## config.mk

```make
export PLATFORM = sky130hd
export DESIGN_NAME = fetch_queue
export DESIGN_NICKNAME = d
export VERILOG_FILES = /design/src/rtl/fetch_pkg.sv /design/src/rtl/fq_storage.sv /design/src/rtl/fetch_queue.sv
export SDC_FILE = /design/constraint.sdc
export NUM_CORES = 1
export LEC_CHECK = 0
export CAP_MARGIN = 20
export CORE_MARGIN = 1
export CORE_UTILIZATION = 55
export DETAILED_ROUTE_END_ITERATION = 10
export PLACE_DENSITY = 0.83
export SYNTH_ARGS = -nofsm -noshare
export SYNTH_HDL_FRONTEND = slang
export SYNTH_SLANG_ARGS = --single-unit
```

## constraint.sdc

```tcl
create_clock -name clk -period 8.5 [get_ports clk]
set_input_delay 0.85 -clock clk [delete_from_list [all_inputs] [get_ports clk]]
set_output_delay 0.85 -clock clk [all_outputs]
set_load 0.005 [all_outputs]
```

## src/rtl/fetch_pkg.sv

```systemverilog
// Shared definitions for the instruction fetch queue.
//   FQ_WIDTH   : default width of an instruction word and of a PC
//   NOP_INSTR  : instruction decode substitutes while the queue is empty
//   fq_entry_t : one queued entry, instruction in the upper half, PC in the lower half
package fetch_pkg;

  localparam int FQ_WIDTH = 32;

  // addi x0, x0, 0
  localparam logic [31:0] NOP_INSTR = 32'h00000013;

  typedef struct packed {
    logic [FQ_WIDTH-1:0] instr;
    logic [FQ_WIDTH-1:0] pc;
  } fq_entry_t;

endpackage

```

## src/rtl/fq_storage.sv

```systemverilog
// Entry storage for the fetch queue: DEPTH entries, one synchronous write
// port and one asynchronous read port (so the head can fall through).
//   clk   : clock, write on rising edge
//   we    : write enable
//   waddr : write slot
//   wdata : entry written, laid out as fq_entry_t ({instr, pc})
//   raddr : read slot
//   rdata : entry at raddr, combinational
// Contents are not reset; the parent masks anything that is not valid.
module fq_storage
  import fetch_pkg::*;
#(
  parameter int DEPTH   = 4,
  parameter int ENTRY_W = $bits(fq_entry_t),
  localparam int AW     = $clog2(DEPTH)
) (
  input  logic               clk,
  input  logic               we,
  input  logic [AW-1:0]      waddr,
  input  logic [ENTRY_W-1:0] wdata,
  input  logic [AW-1:0]      raddr,
  output logic [ENTRY_W-1:0] rdata
);

  logic [ENTRY_W-1:0] mem_q [DEPTH];

  always_ff @(posedge clk) begin
    if (we) begin
      mem_q[waddr] <= wdata;
    end
  end

  assign rdata = mem_q[raddr];

endmodule

```

## src/rtl/fetch_queue.sv

```systemverilog
// Instruction prefetch queue between the fetch stage and decode.
// Holds {instr, pc} pairs in order and presents the oldest one to decode
// first-word-fall-through. A flush (taken branch) empties the queue.
//   clk, rst   : clock and synchronous active-high reset
//   flush      : discard every queued entry on this edge
//   in_valid / in_ready / in_instr / in_pc     : fetch side handshake + data
//   out_valid / out_ready / out_instr / out_pc : decode side handshake + data
//   count      : current occupancy, 0..DEPTH
module fetch_queue
  import fetch_pkg::*;
#(
  parameter int WIDTH = FQ_WIDTH,
  parameter int DEPTH = 4
) (
  input  logic                   clk,
  input  logic                   rst,
  input  logic                   flush,
  input  logic                   in_valid,
  output logic                   in_ready,
  input  logic [WIDTH-1:0]       in_instr,
  input  logic [WIDTH-1:0]       in_pc,
  output logic                   out_valid,
  input  logic                   out_ready,
  output logic [WIDTH-1:0]       out_instr,
  output logic [WIDTH-1:0]       out_pc,
  output logic [$clog2(DEPTH):0] count
);

  localparam int AW = $clog2(DEPTH);
  localparam int CW = AW + 1;
  localparam logic [CW-1:0] FULL_COUNT = CW'(DEPTH);

  logic [AW-1:0] wr_ptr_q, wr_ptr_d;
  logic [AW-1:0] rd_ptr_q, rd_ptr_d;
  logic [CW-1:0] count_q,  count_d;

  logic                 push;
  logic                 pop;
  logic [2*WIDTH-1:0]   head_entry;

  // Both handshake flags come from registered count only, so neither side
  // sees a combinational path from the other. A full queue therefore
  // refuses a push even when decode is popping in the same cycle.
  assign in_ready  = (count_q != FULL_COUNT);
  assign out_valid = (count_q != '0);

  assign push = in_valid && in_ready;
  assign pop  = out_valid && out_ready;

  always_comb begin
    wr_ptr_d = wr_ptr_q;
    rd_ptr_d = rd_ptr_q;
    count_d  = count_q;
    if (flush) begin
      // Any push or pop in this cycle is dropped along with the contents.
      wr_ptr_d = '0;
      rd_ptr_d = '0;
      count_d  = '0;
    end else begin
      // Pointers are exactly log2(DEPTH) bits so they wrap on their own.
      if (push) begin
        wr_ptr_d = wr_ptr_q + 1'b1;
      end
      if (pop) begin
        rd_ptr_d = rd_ptr_q + 1'b1;
      end
      if (push && !pop) begin
        count_d = count_q + 1'b1;
      end else if (pop && !push) begin
        count_d = count_q - 1'b1;
      end
    end
  end

  always_ff @(posedge clk) begin
    if (rst) begin
      wr_ptr_q <= '0;
      rd_ptr_q <= '0;
      count_q  <= '0;
    end else begin
      wr_ptr_q <= wr_ptr_d;
      rd_ptr_q <= rd_ptr_d;
      count_q  <= count_d;
    end
  end

  // Entries are stored with the fq_entry_t layout: instr high, pc low.
  fq_storage #(
    .DEPTH   (DEPTH),
    .ENTRY_W (2 * WIDTH)
  ) u_storage (
    .clk   (clk),
    .we    (push && !flush),
    .waddr (wr_ptr_q),
    .wdata ({in_instr, in_pc}),
    .raddr (rd_ptr_q),
    .rdata (head_entry)
  );

  // Zero the data outputs when empty so stale slots never leak to decode.
  assign out_instr = out_valid ? head_entry[2*WIDTH-1:WIDTH] : '0;
  assign out_pc    = out_valid ? head_entry[WIDTH-1:0]       : '0;
  assign count     = count_q;

endmodule

```

==> results.md <==
- Final number of setup-violating endpoints: 0
- Die X: 138.2 um
- Share of cells above drive strength 1: 17.38%
- Antenna Nets Post-Route: 0
- Ports: 138
- Critical Path, Cell by Cell: buf_4 > buf_16 > mux4_1 > and2_1 > clkdlybuf4s50_1
- Synthesis warning total: 0
- Layout Cells excl Fill: 856
- Fmax: 258.9 MHz
- Setup bufs post-CTS: 0
- Die Span Y: 138.2 um
- Placed cells: 809
- Hold Path Class: reg -> reg
- Tightest Pin Transition: 0.9723 ns
- Detailed Place HPWL: 10900 um
- Synth Flop Type: edfxtp_1
- Setup crit end kind: primary output
- Worst Path Buf+Inv: 3
- Largest net degree at the start of global routing: 66
- Minimum clock period: 3.863 ns
- First-pass GRT wire length: 29100 um
- Clock sinks: 265
- Startpoint types: flop
- Via density: 5.655
- Synth-to-layout area growth: 23.86%
- PwrDens: 227.9 mW/mm^2
- Sequential element share of the synthesized area: 77.09%
- Gates resized, CTS repair: 0
- Max rail drop VDD: 177.1 uV
- Top area cells in the synthesized netlist: edfxtp_1, mux4_2, and2_1, dfxtp_1, buf_12
- Max transition margin: 35.18%
- Mapped cell area: 0.01021 mm^2
- Post-layout util: 69.89%
- Die Area: 0.01910 mm^2
- Cell taking the most area after synthesis: edfxtp_1
- All-Layer GR Usage: 20.10%
- Slowest stage delay, CP: 0.57 ns
- Clk_lat worst skew: 0.51 ns
- RSZ-0062 raised after global routing: no
- # nets final: 686
- CP max stage cell: mux4_1
- Drt first pass iters: 7
- Grt met3 use: 3.568%
- Tcrit/Tclk final: 45.45%
- GRT Max-Usage Layer: met2
- TNS Setup: 0 ns
- Initial antenna violation count: 0
- Max-cap viol count: 0
- DRC errors left: 15
- Number of hold violations in the final report: 0
- Clock tree buffer depth: 3
- Library cells used by synthesis: 25
- Crit path kind: reg -> out
- TritonCTS buffer count: 27
- WL final: 18760 um
- Synth top area share: 75.32%
- Grt total ovfl: 0
- Root cell of the clock tree: clkbuf_16
- Async SR Flop Fraction: 0%
- TritonCTS clock tree: built
- Max-slew violation count: 0
- Data required, critical path: 7.65 ns
- Post-synth EDFFs: 256
- Syn Area/Cell: 22.38 um^2
- GP Congestion: 0.7098
- Crit-path leading delay family: buffers and inverters
- Cell row count: 49
- CP Max Fanout: 31
- Ant diodes: 0
- Register area: 0.007875 mm^2
- Worst EP arrival: 3.01 ns
- Reg clk slew, reported paths: 0.06 ns
- Multi-input gate area: 0.002141 mm^2
- Synth Register Bits: 265
- Pre-CTS worst setup slack: 4.888 ns
- Tot Pwr: 2881 uW
- WL/cell: 21.91 um
- Starting DRT DRC Count: 390
- Worst Skew: 0.004790 ns
- Outcome: complete, but fails checks
- Fillcell total: 1108
- CTS Hold Bufs: 0
- Syn Nets: 531
- Initial core utilization: 56.43%
- Port Buf Inserts: 137
- Pleak: 0.004026 uW
- Met1 Use GR: 25.88%
- Vias in the first global route: 5215
- H-tree depth: 1
- Failing checks: DRC
- Core region area: 0.01809 mm^2
- Vias: 4841
- Final WS setup: 4.637 ns
- GR met2 Demand/Resource: 35.53%
- Mapped Cells: 456
-- power by group --
| group | switching, uW | internal (uW) |
|---|---|---|
| clock | 442 | 666 |
| combinational | 120 | 179 |
| sequential | 11.5 | 1460 |
-- through the flow --
step / hold slack (ns) / area (um^2)
2_1_floorplan: 0.4837 / 10210
5_1_grt: 0.5668 / 12640
4_1_cts: 0.5318 / 12590
3_3_place_gp: 0.4991 / 11760
3_5_place_dp: 0.5201 / 11760
6_report: 0.5241 / 12640
-- layer usage --
layer  part of all wire (%)  vias to the layer above
met4                    1.6                        0
met1                     41                     2518
met2                     53                      144
met5                      0                        -
li1                       -                     2154
met3                    5.1                       25
-- placed cells by master, fill, tap and decap left out --
cell type,count
a21oi_1,3
and2_1,64
buf_16,2
buf_4,9
bufinv_16,3
clkbuf_1,7
clkbuf_16,27
clkdlybuf4s50_1,137
clkinv_1,8
dfxtp_1,7
dfxtp_4,2
edfxtp_1,256
fa_1,1
ha_1,5
inv_1,6
mux2i_1,1
mux4_1,4
mux4_2,60
nand2_1,1
nand3_1,2
nor2_1,5
nor3b_1,1
nor3b_2,4
o21ai_0,3
o311ai_0,1
o31ai_1,1
or2_2,1
or3_1,1
or3_2,1
xor2_1,4
-- worst reg2reg max path, stage by stage (launching register included) --
cell	delay, ns
dfxtp_1	0.48
nor3b_1	0.12
inv_1	0.12
nand2_1	0.19
inv_1	0.11
ha_1	0.18
inv_1	0.06
fa_1	0.37
xor2_1	0.16
or3_1	0.31
a21oi_1	0.15
-- path summary, 6_finish.rpt --
| path | to | cells past startpoint | from | slack, ns |
|---|---|---|---|---|
| max reg2reg | count[2]$_SDFFE_PP0P_ | 10 | count[0]$_SDFFE_PP0P_ | 6.18 |
| min reg2reg | rd_ptr_q[1]$_SDFFE_PP0P_ | 2 | rd_ptr_q[1]$_SDFFE_PP0P_ | 0.52 |
| max | out_pc[31] | 5 | flop | 4.64 |
| min | rd_ptr_q[1]$_SDFFE_PP0P_ | 2 | rd_ptr_q[1]$_SDFFE_PP0P_ | 0.52 |
-- registers in the layout, summed over array words and instances, names as in the netlist, named ones only --
signal,cells
wr_ptr_q,2
u_storage.mem_q,256
count,3
rd_ptr_q,2
-- Yosys cell counts, types with 2 or more instances --
library cell / count
a21oi_1: 3
and2_1: 64
buf_12: 6
buf_2: 6
clkbuf_1: 8
dfxtp_1: 9
edfxtp_1: 256
ha_1: 5
inv_1: 6
mux4_1: 4
mux4_2: 60
nand3_1: 2
nor2_1: 5
nor3b_1: 5
o21ai_0: 3
or3_1: 2
xor2_1: 4
-- cells by family (layout without fill, tap and decap cells) --
logic type,after synthesis,count (layout),share of synthesized area [%]
flip-flops,265,265,77.09
multiplexers,65,65,14.37
adder cells (fa/ha/maj),6,6,0.8091
XOR/XNOR,4,4,0.3432
AO/OA/AOI/OAI,8,8,0.4536
AND/OR/NAND/NOR,80,80,4.793
buffers and inverters,28,199,2.145
-- final cells by class --
type	instances	area share [%]
flip-flops and latches	265	62.30
multi-input cells	163	16.94
repair buffers	148	11.82
clock buffers	34	5.553
well taps	229	2.267
clock inverters	11	0.9502
inverters	6	0.1782
Note: power is estimated with default switching activity, not from simulation.
